`config.mk`:
```
export PLATFORM = sky130hd
export DESIGN_NAME = seg7_capture
export DESIGN_NICKNAME = d
export VERILOG_FILES = /design/src/rtl/seg7_capture.sv
export SDC_FILE = /design/constraint.sdc
export NUM_CORES = 1
export LEC_CHECK = 0
export CAP_MARGIN = 10
export CORE_MARGIN = 3
export CORE_UTILIZATION = 50
export CTS_BUF_LIST = sky130_fd_sc_hd__clkbuf_4
export CTS_CLUSTER_DIAMETER = 100
export CTS_CLUSTER_SIZE = 8
export DETAILED_ROUTE_END_ITERATION = 6
export GPL_TIMING_DRIVEN = 0
export PLACE_DENSITY = 0.84
export REMOVE_ABC_BUFFERS = 1
export SYNTH_ARGS = -nofsm -noshare
export SYNTH_HDL_FRONTEND = slang
export SYNTH_SLANG_ARGS = --single-unit
```
`constraint.sdc`:
```
create_clock -name clk_i -period 3.75 [get_ports clk_i]
set_input_delay 1.125 -clock clk_i [delete_from_list [all_inputs] [get_ports clk_i]]
set_output_delay 1.125 -clock clk_i [all_outputs]
set_load 0.01 [all_outputs]
```
`src/rtl/seg7_capture.sv`:
```
// Multiplexed 7-segment bus snooper: recovers the hex nibble on each digit once a pattern is stable.
// Optional macro SEG7_CAPTURE_BLANK_EN makes the all-off pattern a legal blank that invalidates the digit.
module seg7_capture #(
  parameter int NUM_DIGITS    = 4,
  parameter int STABLE_CYCLES = 4
) (
  input  logic                    clk_i,
  input  logic                    rst_n_i,
  input  logic [6:0]              seg_i,
  input  logic [NUM_DIGITS-1:0]   dig_i,
  input  logic                    clr_i,
  output logic [4*NUM_DIGITS-1:0] hex_o,
  output logic [NUM_DIGITS-1:0]   valid_o,
  output logic [NUM_DIGITS-1:0]   err_o,
  output logic                    upd_o
);

  localparam int CW = $clog2(STABLE_CYCLES + 1);
  localparam logic [CW-1:0] CNT_MAX = CW'(STABLE_CYCLES);
  localparam logic [CW-1:0] CNT_ONE = CW'(1);

  typedef enum logic [1:0] {IDLE, TRACK, HOLD} state_t;

  state_t                  state_q, state_d;
  logic [CW-1:0]           cnt_q, cnt_d;
  logic [6:0]              cap_seg_q, cap_seg_d;
  logic [NUM_DIGITS-1:0]   cap_dig_q, cap_dig_d;
  logic [4*NUM_DIGITS-1:0] hex_q, hex_d;
  logic [NUM_DIGITS-1:0]   valid_q, valid_d;
  logic [NUM_DIGITS-1:0]   err_q, err_d;
  logic                    upd_q, upd_d;

  logic                    sel_ok, same, commit;
  logic [CW-1:0]           cnt_inc;
  logic [5:0]              dec;

  // Returns {blank, legal, nibble}.
  function automatic logic [5:0] decode(input logic [6:0] seg);
    logic [5:0] r;
    case (seg)
      7'b1000000: r = {2'b01, 4'h0};
      7'b1111001: r = {2'b01, 4'h1};
      7'b0100100: r = {2'b01, 4'h2};
      7'b0110000: r = {2'b01, 4'h3};
      7'b0011001: r = {2'b01, 4'h4};
      7'b0010010: r = {2'b01, 4'h5};
      7'b0000010: r = {2'b01, 4'h6};
      7'b1111000: r = {2'b01, 4'h7};
      7'b0000000: r = {2'b01, 4'h8};
      7'b0010000: r = {2'b01, 4'h9};
      7'b0001000: r = {2'b01, 4'hA};
      7'b0000011: r = {2'b01, 4'hB};
      7'b1000110: r = {2'b01, 4'hC};
      7'b0100001: r = {2'b01, 4'hD};
      7'b0000110: r = {2'b01, 4'hE};
      7'b0001110: r = {2'b01, 4'hF};
`ifdef SEG7_CAPTURE_BLANK_EN
      7'b1111111: r = {2'b10, 4'h0};
`endif
      default:    r = 6'b000000;
    endcase
    return r;
  endfunction

  always_comb begin
    sel_ok    = (dig_i != '0) && ((dig_i & (dig_i - 1'b1)) == '0);
    same      = (seg_i == cap_seg_q) && (dig_i == cap_dig_q);
    cnt_inc   = (cnt_q >= CNT_MAX) ? CNT_MAX : cnt_q + 1'b1;
    dec       = decode(seg_i);
    state_d   = state_q;
    cnt_d     = cnt_q;
    cap_seg_d = cap_seg_q;
    cap_dig_d = cap_dig_q;
    commit    = 1'b0;

    case (state_q)
      IDLE: begin
        if (sel_ok) begin
          cap_seg_d = seg_i;
          cap_dig_d = dig_i;
          cnt_d     = CNT_ONE;
          state_d   = TRACK;
        end
      end
      TRACK: begin
        if (same) begin
          cnt_d = cnt_inc;
          if (cnt_inc == CNT_MAX) begin
            commit  = 1'b1;
            state_d = HOLD;
          end
        end else if (sel_ok) begin
          cap_seg_d = seg_i;
          cap_dig_d = dig_i;
          cnt_d     = CNT_ONE;
        end else begin
          cnt_d   = '0;
          state_d = IDLE;
        end
      end
      HOLD: begin
        if (!same) begin
          if (sel_ok) begin
            cap_seg_d = seg_i;
            cap_dig_d = dig_i;
            cnt_d     = CNT_ONE;
            state_d   = TRACK;
          end else begin
            cnt_d   = '0;
            state_d = IDLE;
          end
        end
      end
      default: begin
        cnt_d   = '0;
        state_d = IDLE;
      end
    endcase

    // A single stable sample is enough: any fresh capture commits immediately.
    if (STABLE_CYCLES == 1 && sel_ok && state_d == TRACK) begin
      commit  = 1'b1;
      state_d = HOLD;
    end

    hex_d   = hex_q;
    valid_d = clr_i ? '0 : valid_q;
    err_d   = clr_i ? '0 : err_q;
    upd_d   = commit;
    if (commit) begin
      for (int n = 0; n < NUM_DIGITS; n++) begin
        if (dig_i[n]) begin
          if (dec[5]) begin
            valid_d[n] = 1'b0;
            err_d[n]   = 1'b0;
          end else if (dec[4]) begin
            hex_d[4*n +: 4] = dec[3:0];
            valid_d[n]      = 1'b1;
            err_d[n]        = 1'b0;
          end else begin
            err_d[n] = 1'b1;
          end
        end
      end
    end
  end

  always_ff @(posedge clk_i) begin
    if (!rst_n_i) begin
      state_q   <= IDLE;
      cnt_q     <= '0;
      cap_seg_q <= '0;
      cap_dig_q <= '0;
      hex_q     <= '0;
      valid_q   <= '0;
      err_q     <= '0;
      upd_q     <= 1'b0;
    end else begin
      state_q   <= state_d;
      cnt_q     <= cnt_d;
      cap_seg_q <= cap_seg_d;
      cap_dig_q <= cap_dig_d;
      hex_q     <= hex_d;
      valid_q   <= valid_d;
      err_q     <= err_d;
      upd_q     <= upd_d;
    end
  end

  assign hex_o   = hex_q;
  assign valid_o = valid_q;
  assign err_o   = err_q;
  assign upd_o   = upd_q;

endmodule

```
Yosys cells after proc, flatten, opt, wreduce, memory -nomap -nowiden
Cells that the tools add are included.
Cells by class
  divide/modulo/power cells: 0
  muxes and demuxes: 45
  equal/unequal tests: 25
  add/subtract/negate cells: 2
  $mul: 0
  reduce and logical (&&, ||, !) cells: 15
  magnitude comparators: 1
  bitwise gates (word level): 2
  shift-type cells: 0
Operator list (number)
  one-hot mux 5 bit (16 select lines): 1
  equality test 7 bit, second input constant: 4
  2-to-1 mux 4 bit: 6
  2-to-1 mux 1 bit: 23
  equality test 7 x 5 -> 1 bit, second input constant: 3
  equality test 7 x 6 -> 1 bit, second input constant: 3
  AND reduction 4 bit: 5
  equality test 7 x 2 -> 1 bit, second input constant: 2
  equality test 7 x 4 -> 1 bit, second input constant: 2
  2-to-1 mux 7 bit: 2
  one-hot mux 7 bit (2 select lines): 1
  2-to-1 mux 3 bit: 4
  2-to-1 mux 2 bit: 5
  one-hot mux 3 bit (3 select lines): 1
  one-hot mux 4 bit (2 select lines): 1
  equality test 7 x 3 -> 1 bit, second input constant: 1
  equality test 7 bit: 1
  zero test 7 bit: 1
  inequality test 2 bit, second input constant: 3
  inequality test 3 bit, second input constant: 2
  one-hot mux 2 bit (3 select lines): 1
  AND 4 bit: 1
  equality test 4 bit: 1
  zero test 4 bit: 1
  13 further kinds: 15
Word-level totals
  flip-flop bits (word level): 41
  input port bits: 14
  output and inout port bits: 25
  latch bits: 0
  ROM bits: 0
  logic and storage cells: 101
  RAM bits: 0
  memories: 0

Depth between registers and ports, before layout
Gate-level depths: netlist of the first run.
  word-level depth: 7
  depth in mapped cells: 8
  mapped depth without buffers: 7

Worst setup path before layout of the first run
No wires, ideal clock.
  path kind: in2reg
  from: in dig_i[1]
  to: reg state_q[1]
  required time: 3.654 ns
  library setup time: 0.096 ns
  data arrival time: 2.600 ns
  buffers on the path: 1
  setup slack: 1.054 ns
  stages on the path: 6
  cell sequence: buf_4 -> xnor2_1 -> nand4_2 -> nor4_4 -> or4b_1 -> o311ai_1
On the way
  longest elaborated chain between the ends: 6
  elaborated cells between the ends (all ways): 14
  classes of those cells: add/sub (1); eq/ne (5); mux (2); bitwise (1); reduce/logical (5)
RTL lines
  from (decl): line 10  | input logic [NUM_DIGITS-1:0] dig_i,
  subtractor 4 x 1 -> 4 bit: line 66  | sel_ok = (dig_i != '0) && ((dig_i & (dig_i - 1'b1)) == '0);
  AND 4 bit: line 66
  zero test 4 bit: line 66
  logical AND 1 bit: line 66
  inequality test 3 bit (no source line) or inequality test 2 bit (tied branches)
  AND reduction 4 bit (no source line)
  to (signal assigned): line 159  | state_q <= state_d;
  to (decl): line 24  | state_t state_q, state_d;
Several ways; a longest one is shown, not always the timed one.
A chain may end at the register's enable or synchronous reset.

==> flow_metrics.env, run 1 <==
export IMPL_hold_path_depth=2
export IMPL_grt_pass1_vias=2028
export IMPL_synth_cell_types=57
export IMPL_drt_initial_drc_count=163
export IMPL_yosys_top_cells_area="dfxtp_1 34%, mux2i_1 4.9%, a21oi_1 4.5%, xnor2_1 4.3%, nand3_1 3.3%"
export IMPL_antenna_found_initial=0
export IMPL_regToRegStartpoint="cnt_q[0]"
export IMPL_track_usage=0.205
export IMPL_synthFlopType="dfxtp_1"
export IMPL_avgSynthCellArea_sq_um=8.70
export IMPL_synth_top_area_cell="dfxtp_1"
export IMPL_vias_per_cell=6.04
export IMPL_start_util=0.538
export IMPL_first_pass_iters=4
export IMPL_die_w_microns=75.8
export IMPL_powerDensity_mw_per_mm2=303
export IMPL_fin_crit_sh=0.920
export IMPL_design_core_area_sq_mm=0.00453
export IMPL_maxCapViolations=0
export IMPL_place_congestion=0.879
export IMPL_cts_buffers=5
export IMPL_place_area_sq_mm=0.00279
export IMPL_final_cells=370
export IMPL_cp_slowest_cell="clkdlybuf4s50_1"
export IMPL_synth_area_sq_mm=0.00244
export IMPL_r2r_slack_ps=1450
export IMPL_cp_max_fo=28
export IMPL_final_max_slew_viol_count=0
export IMPL_wl_per_cell_microns=15.8
export IMPL_die_height_microns=75.8
export IMPL_fin_crit_ps=3450
export IMPL_num_rows=24
export IMPL_clock_skew_ps=13.8
export IMPL_yosys_area_top_type_share=0.337
export IMPL_finalHoldViolations=0
export IMPL_critical_path_class="input port to flop"
export IMPL_vias=2235
export IMPL_numClockSinks=41
export IMPL_max_freq_mhz=290
export IMPL_status="complete, no violations"
export IMPL_crit_path_end_kind="flop"
export IMPL_drtAntennaViolNets=0
export IMPL_dp_hpwl_microns=3960
export IMPL_critPathArrivalTime_ps=3710
export IMPL_crit_chain="clkdlybuf4s50_1, clkinvlp_4, or4b_1, o311ai_1"
export IMPL_min_delay_start="hex_o[8]"
export IMPL_yosys_register_bits=41
export IMPL_drc=0
export IMPL_grt_overflow=0
export IMPL_clock_path_buffers=2
export IMPL_insertion_delay_ps=350
export IMPL_clk_pin_slew_ps=130
export IMPL_top_layer_used="met4"
export IMPL_grt_max_degree=29
export IMPL_required_ps=4010
export IMPL_cts_tree="yes"
export IMPL_pin_count=39
export IMPL_hold_path_class="flop to flop"
export IMPL_relSlewSlack=0.387
export IMPL_htreeDepth=2
export IMPL_cpPeakStageDelay_ps=1070
export IMPL_cts_root_buf="clkbuf_4"
export IMPL_synth_cells=280
export IMPL_design_area_sq_mm=0.00290
export IMPL_ys_warn_count=0
export IMPL_syn2layout_area_growth_pct=19.0
export IMPL_dpl_cell_count=360
export IMPL_grt_pass1_wl_microns=9260
export IMPL_wl_met2_microns=2860
export IMPL_synth_edf_count=0
export IMPL_final_setup_tns_ps=0
export IMPL_m1WireLength_microns=2610
export IMPL_wl_microns=5840
export IMPL_crit_path_start_kind="input port"
export IMPL_rr_worst_depth=8
export IMPL_rsz0062_at_grt="no"
export IMPL_layout_drive_gt1_share=0.0754
export IMPL_routed_wl_met3_microns=325
export IMPL_p_leak_nw=1.05
export IMPL_portBuffers=38
export IMPL_reg2reg_to="state_q[1]"
export IMPL_whs_endpoint="hex_o[8]"
export IMPL_fin_nets=325
export IMPL_cts_hold_fix_buffers=0
export IMPL_peakVddDrop_v=0.000157
export IMPL_synth_seq_area_share=0.337
export IMPL_async_flop_share=0
export IMPL_tightest_slew_ps=916
export IMPL_antenna_cells=0
export IMPL_die_area_sq_mm=0.00575
export IMPL_setup_violations_final=0
==> layer usage <==
layer / up-vias / global-route usage
li1: 1087 / -
met1: 1066 / 0.280
met2: 74 / 0.333
met3: 8 / 0.0317
met4: 0 / 0.0583
met5: - / 0
==> critical path, delay by kind of cell <==
family                 cells  cell delay [ps]
buffers and inverters      2             1810
and+or+nand+nor            1              680
AOI/OAI and AO/OA          1               90
==> cell usage after synthesis, drive strengths merged (3+ instances only) <==
master	n
clkbuf	11
nor4	4
and3	6
buf	12
nor2	7
nor3b	3
a211o	5
a21o	3
a21oi	22
o311ai	4
a31o	4
and3b	3
nand2	17
o2111ai	3
nor3	8
o211ai	5
mux2i	12
xnor2	13
nand2b	6
nand4	8
a211oi	3
or4b	3
nand3	16
and4	5
dfxtp	41
o21ai	18
ha	6
inv	12
==> power breakdown <==
group | total, mW | switching [mW] | internal [mW]
Clock | 0.280 | 0.144 | 0.136
Combinational | 0.146 | 0.0899 | 0.0556
Sequential | 0.454 | 0.00848 | 0.446
==> state kept, by name (all words and copies together) (netlist names) <==
name / flops
cap_dig_q: 4
cnt_q: 3
valid_o: 4
err_o: 4
upd_o: 1
state_q: 2
cap_seg_q: 7
hex_o: 16
==> worst max-delay path by stage <==
stage / startpoint / end / slack [ps] / cells past startpoint
CTS: rst_n_i / state_q[1] / 130 / 4
detailed placement: rst_n_i / state_q[1] / -240 / 4
global placement: rst_n_i / state_q[1] / -250 / 4
finish: rst_n_i / state_q[1] / 300 / 4
floorplan: seg_i[0] / hex_o[11] / 970 / 5
global route: rst_n_i / state_q[1] / 120 / 4
==> cells in the final DEF, fill, tap and decap left out, types with 4 or more instances in the layout <==
master            n
nor3_1            8
inv_1            12
nand2_1          17
nand4_1           7
a211o_1           5
and4_1            5
o21ai_1          14
nand3_1          16
and3_1            6
o211ai_2          4
xnor2_1          12
o21ai_0           4
nor2_1            6
mux2i_1          12
a31o_1            4
nand2b_1          6
clkbuf_4          5
dfxtp_1          41
ha_1              6
clkdlybuf4s50_1  38
a21oi_1          22
==> kinds of logic (layout without fill, tap and decap cells) <==
group	count (synthesis)	in the layout	synth area share
compound gates	75	75	0.220
fa+ha+maj	6	6	0.0308
xor+xnor	14	14	0.0534
flops	41	41	0.337
buf+inv	36	61	0.0647
simple gates	96	96	0.245
mux	12	12	0.0493
==> metrics by stage <==
stage                     hold slack, ps  setup WS (ps)  power (mW)   util
after floorplan                      466            968       0.549      -
after global placement               448           -248       0.601  0.615
after detailed placement             454           -238       0.607  0.615
after CTS                            471            125       0.881  0.631
after global routing                 495            123       0.916  0.640
final                                467            299       0.880  0.640
==> layout make-up <==
class / instances / area [sq um]
Clock buffer: 5 / 37.5
Clock inverter: 2 / 35.0
Fill cell: 386 / 1630
Inverter: 13 / 52.6
Multi-Input combinational cell: 203 / 1460
Sequential cell: 41 / 821
Tap cell: 65 / 81.3
Timing Repair Buffer: 41 / 415
==> timing repair <==
item,in CTS,in global routing
setup endpoints to repair,0,5
buffers inserted,0,3
gates resized for setup,0,1
No activity file was read; power rests on OpenSTA's default activity.
==> run 2: changes to the inputs <==
--- a/config.mk
+++ b/config.mk
@@ -6,12 +6,12 @@
 export NUM_CORES = 1
 export LEC_CHECK = 0
 export CAP_MARGIN = 10
-export CORE_MARGIN = 3
+export CORE_MARGIN = 5
 export CORE_UTILIZATION = 50
-export CTS_BUF_LIST = sky130_fd_sc_hd__clkbuf_4
 export CTS_CLUSTER_DIAMETER = 100
 export CTS_CLUSTER_SIZE = 8
 export DETAILED_ROUTE_END_ITERATION = 6
+export GPL_ROUTABILITY_DRIVEN = 0
 export GPL_TIMING_DRIVEN = 0
 export PLACE_DENSITY = 0.84
 export REMOVE_ABC_BUFFERS = 1
==> run 2 against run 1 <==
Against the previous run:
- sequential cell count did not move
- global-route usage fell by 2.1 points
- utilization fell by 1.2 points
- critical path type unchanged
- highest routed layer unchanged
==> flow_metrics.env, run 2 (synthesized netlist as in run 1, its figures left out) <==
export IMPL_status="complete, no violations"
export IMPL_finalHoldViolations=0
export IMPL_layout_common_cells="41 x dfxtp_1, 38 x clkdlybuf4s50_1, 22 x a21oi_1"
export IMPL_cp_max_fo=28
export IMPL_wl_microns=5810
export IMPL_antenna_found_initial=0
export IMPL_antenna_cells=0
export IMPL_fin_crit_sh=0.957
export IMPL_cts_buffers=5
export IMPL_cts_root_buf="clkbuf_8"
export IMPL_clk_pin_slew_ps=80
export IMPL_design_core_area_sq_mm=0.00472
export IMPL_cp_slowest_cell="clkdlybuf4s50_1"
export IMPL_grt_pass1_vias=1956
export IMPL_die_area_sq_mm=0.00637
export IMPL_track_usage=0.184
export IMPL_r2r_slack_ps=1480
export IMPL_hold_path_class="flop to flop"
export IMPL_critPathArrivalTime_ps=3780
export IMPL_maxCapViolations=0
export IMPL_largest_reg_flops=16
export IMPL_final_common_cell="dfxtp_1"
export IMPL_die_height_microns=79.8
export IMPL_critical_path_class="input port to flop"
export IMPL_syn2layout_area_growth_pct=21.8
export IMPL_clock_path_buffers=2
export IMPL_pin_count=39
export IMPL_peakVddDrop_v=0.000201
export IMPL_num_rows=25
export IMPL_max_freq_mhz=279
export IMPL_insertion_delay_ps=290
export IMPL_clock_skew_ps=6.40
export IMPL_htreeDepth=2
export IMPL_critical_path_top_delay_family="buffers and inverters"
export IMPL_powerDensity_mw_per_mm2=343
export IMPL_drt_initial_drc_count=147
export IMPL_crit_path_start_kind="input port"
export IMPL_cts_hold_fix_buffers=0
export IMPL_cpPeakStageDelay_ps=1090
export IMPL_wl_per_cell_microns=15.5
export IMPL_crit_path_end_kind="flop"
export IMPL_layout_drive_gt1_share=0.0844
export IMPL_utilization=0.628
export IMPL_place_area_sq_mm=0.00279
export IMPL_first_pass_iters=4
export IMPL_final_max_slew_viol_count=0
export IMPL_grt_overflow=0
export IMPL_grt_pass1_wl_microns=9430
export IMPL_drtAntennaViolNets=0
export IMPL_fin_nets=327
export IMPL_fillers=407
export IMPL_drc=0
export IMPL_numClockSinks=41
export IMPL_dp_hpwl_microns=3940
export IMPL_crit_chain="clkdlybuf4s50_1, clkinvlp_4, or4b_1, o311ai_1"
export IMPL_die_w_microns=79.8
export IMPL_rsz0062_at_grt="no"
export IMPL_cts_tree="yes"
export IMPL_design_area_sq_mm=0.00297
export IMPL_relSlewSlack=0.364
export IMPL_start_util=0.516
export IMPL_tightest_slew_ps=950
export IMPL_p_leak_nw=1.09
export IMPL_portBuffers=38
export IMPL_required_ps=3940
export IMPL_grt_max_degree=29
export IMPL_setup_violations_final=0
export IMPL_cp_num_buf_inv=2
export IMPL_vias=2203
export IMPL_vias_per_cell=5.87
export IMPL_fin_crit_ps=3590
## run 2: path summary, 6_finish.rpt
check,end,from,cells after the start
min,hex_o[0],hex_o[0],2
max reg2reg,state_q[1],cnt_q[0],8
min reg2reg,hex_o[0],hex_o[0],2
max,state_q[1],rst_n_i,4
## run 2: final cells by class
cell class / count / area, sq um / share of cell area
timing repair buffer: 43 / 418 / 0.141
inverter: 13 / 52.6 / 0.0177
tap: 67 / 83.8 / 0.0282
clock inverter: 3 / 65.1 / 0.0219
sequential: 41 / 821 / 0.277
clock buffer: 5 / 68.8 / 0.0232
multi-input combinational: 203 / 1460 / 0.492
## run 2: what timing repair did
| action | 4_1_cts | 5_1_grt |
|---|---|---|
| setup endpoints to repair | 0 | 21 |
| resized for setup | 0 | 1 |
| buffers inserted | 0 | 5 |
## run 2: routing by layer
| layer | share of wire | track usage |
|---|---|---|
| met1 | 0.46 | 0.250 |
| met2 | 0.48 | 0.300 |
| met3 | 0.055 | 0.0260 |
| met4 | 0.011 | 0.0625 |
| met5 | 0 | 0 |
## run 2: worst register-to-register path, stage by stage, from the launching register on
cell	delay, ps
dfxtp_1	400
inv_1	60
ha_1	300
and3b_1	250
o211ai_1	130
nor4_4	230
buf_4	230
or4b_1	460
o311ai_1	90
## run 2: where the power goes
part / total, mW / switching (mW) / internal, mW
clock network: 0.419 / 0.154 / 0.264
logic: 0.145 / 0.0896 / 0.0556
registers: 0.453 / 0.00781 / 0.445
total: 1.02 / 0.252 / 0.765
## run 2: stage by stage
| stage | power, mW | std cells | hold slack, ps | setup WS, ps | TNS (ps) |
|---|---|---|---|---|---|
| global route | 1.06 | 375 | 483 | 28.8 | 0 |
| global placement | 0.601 | 362 | 449 | -251 | -2320 |
| finish | 1.02 | 375 | 461 | 162 | 0 |
| detailed placement | 0.606 | 362 | 454 | -313 | -3240 |
| CTS | 1.02 | 370 | 465 | 9.50 | 0 |
| floorplan | 0.549 | 257 | 466 | 968 | 0 |
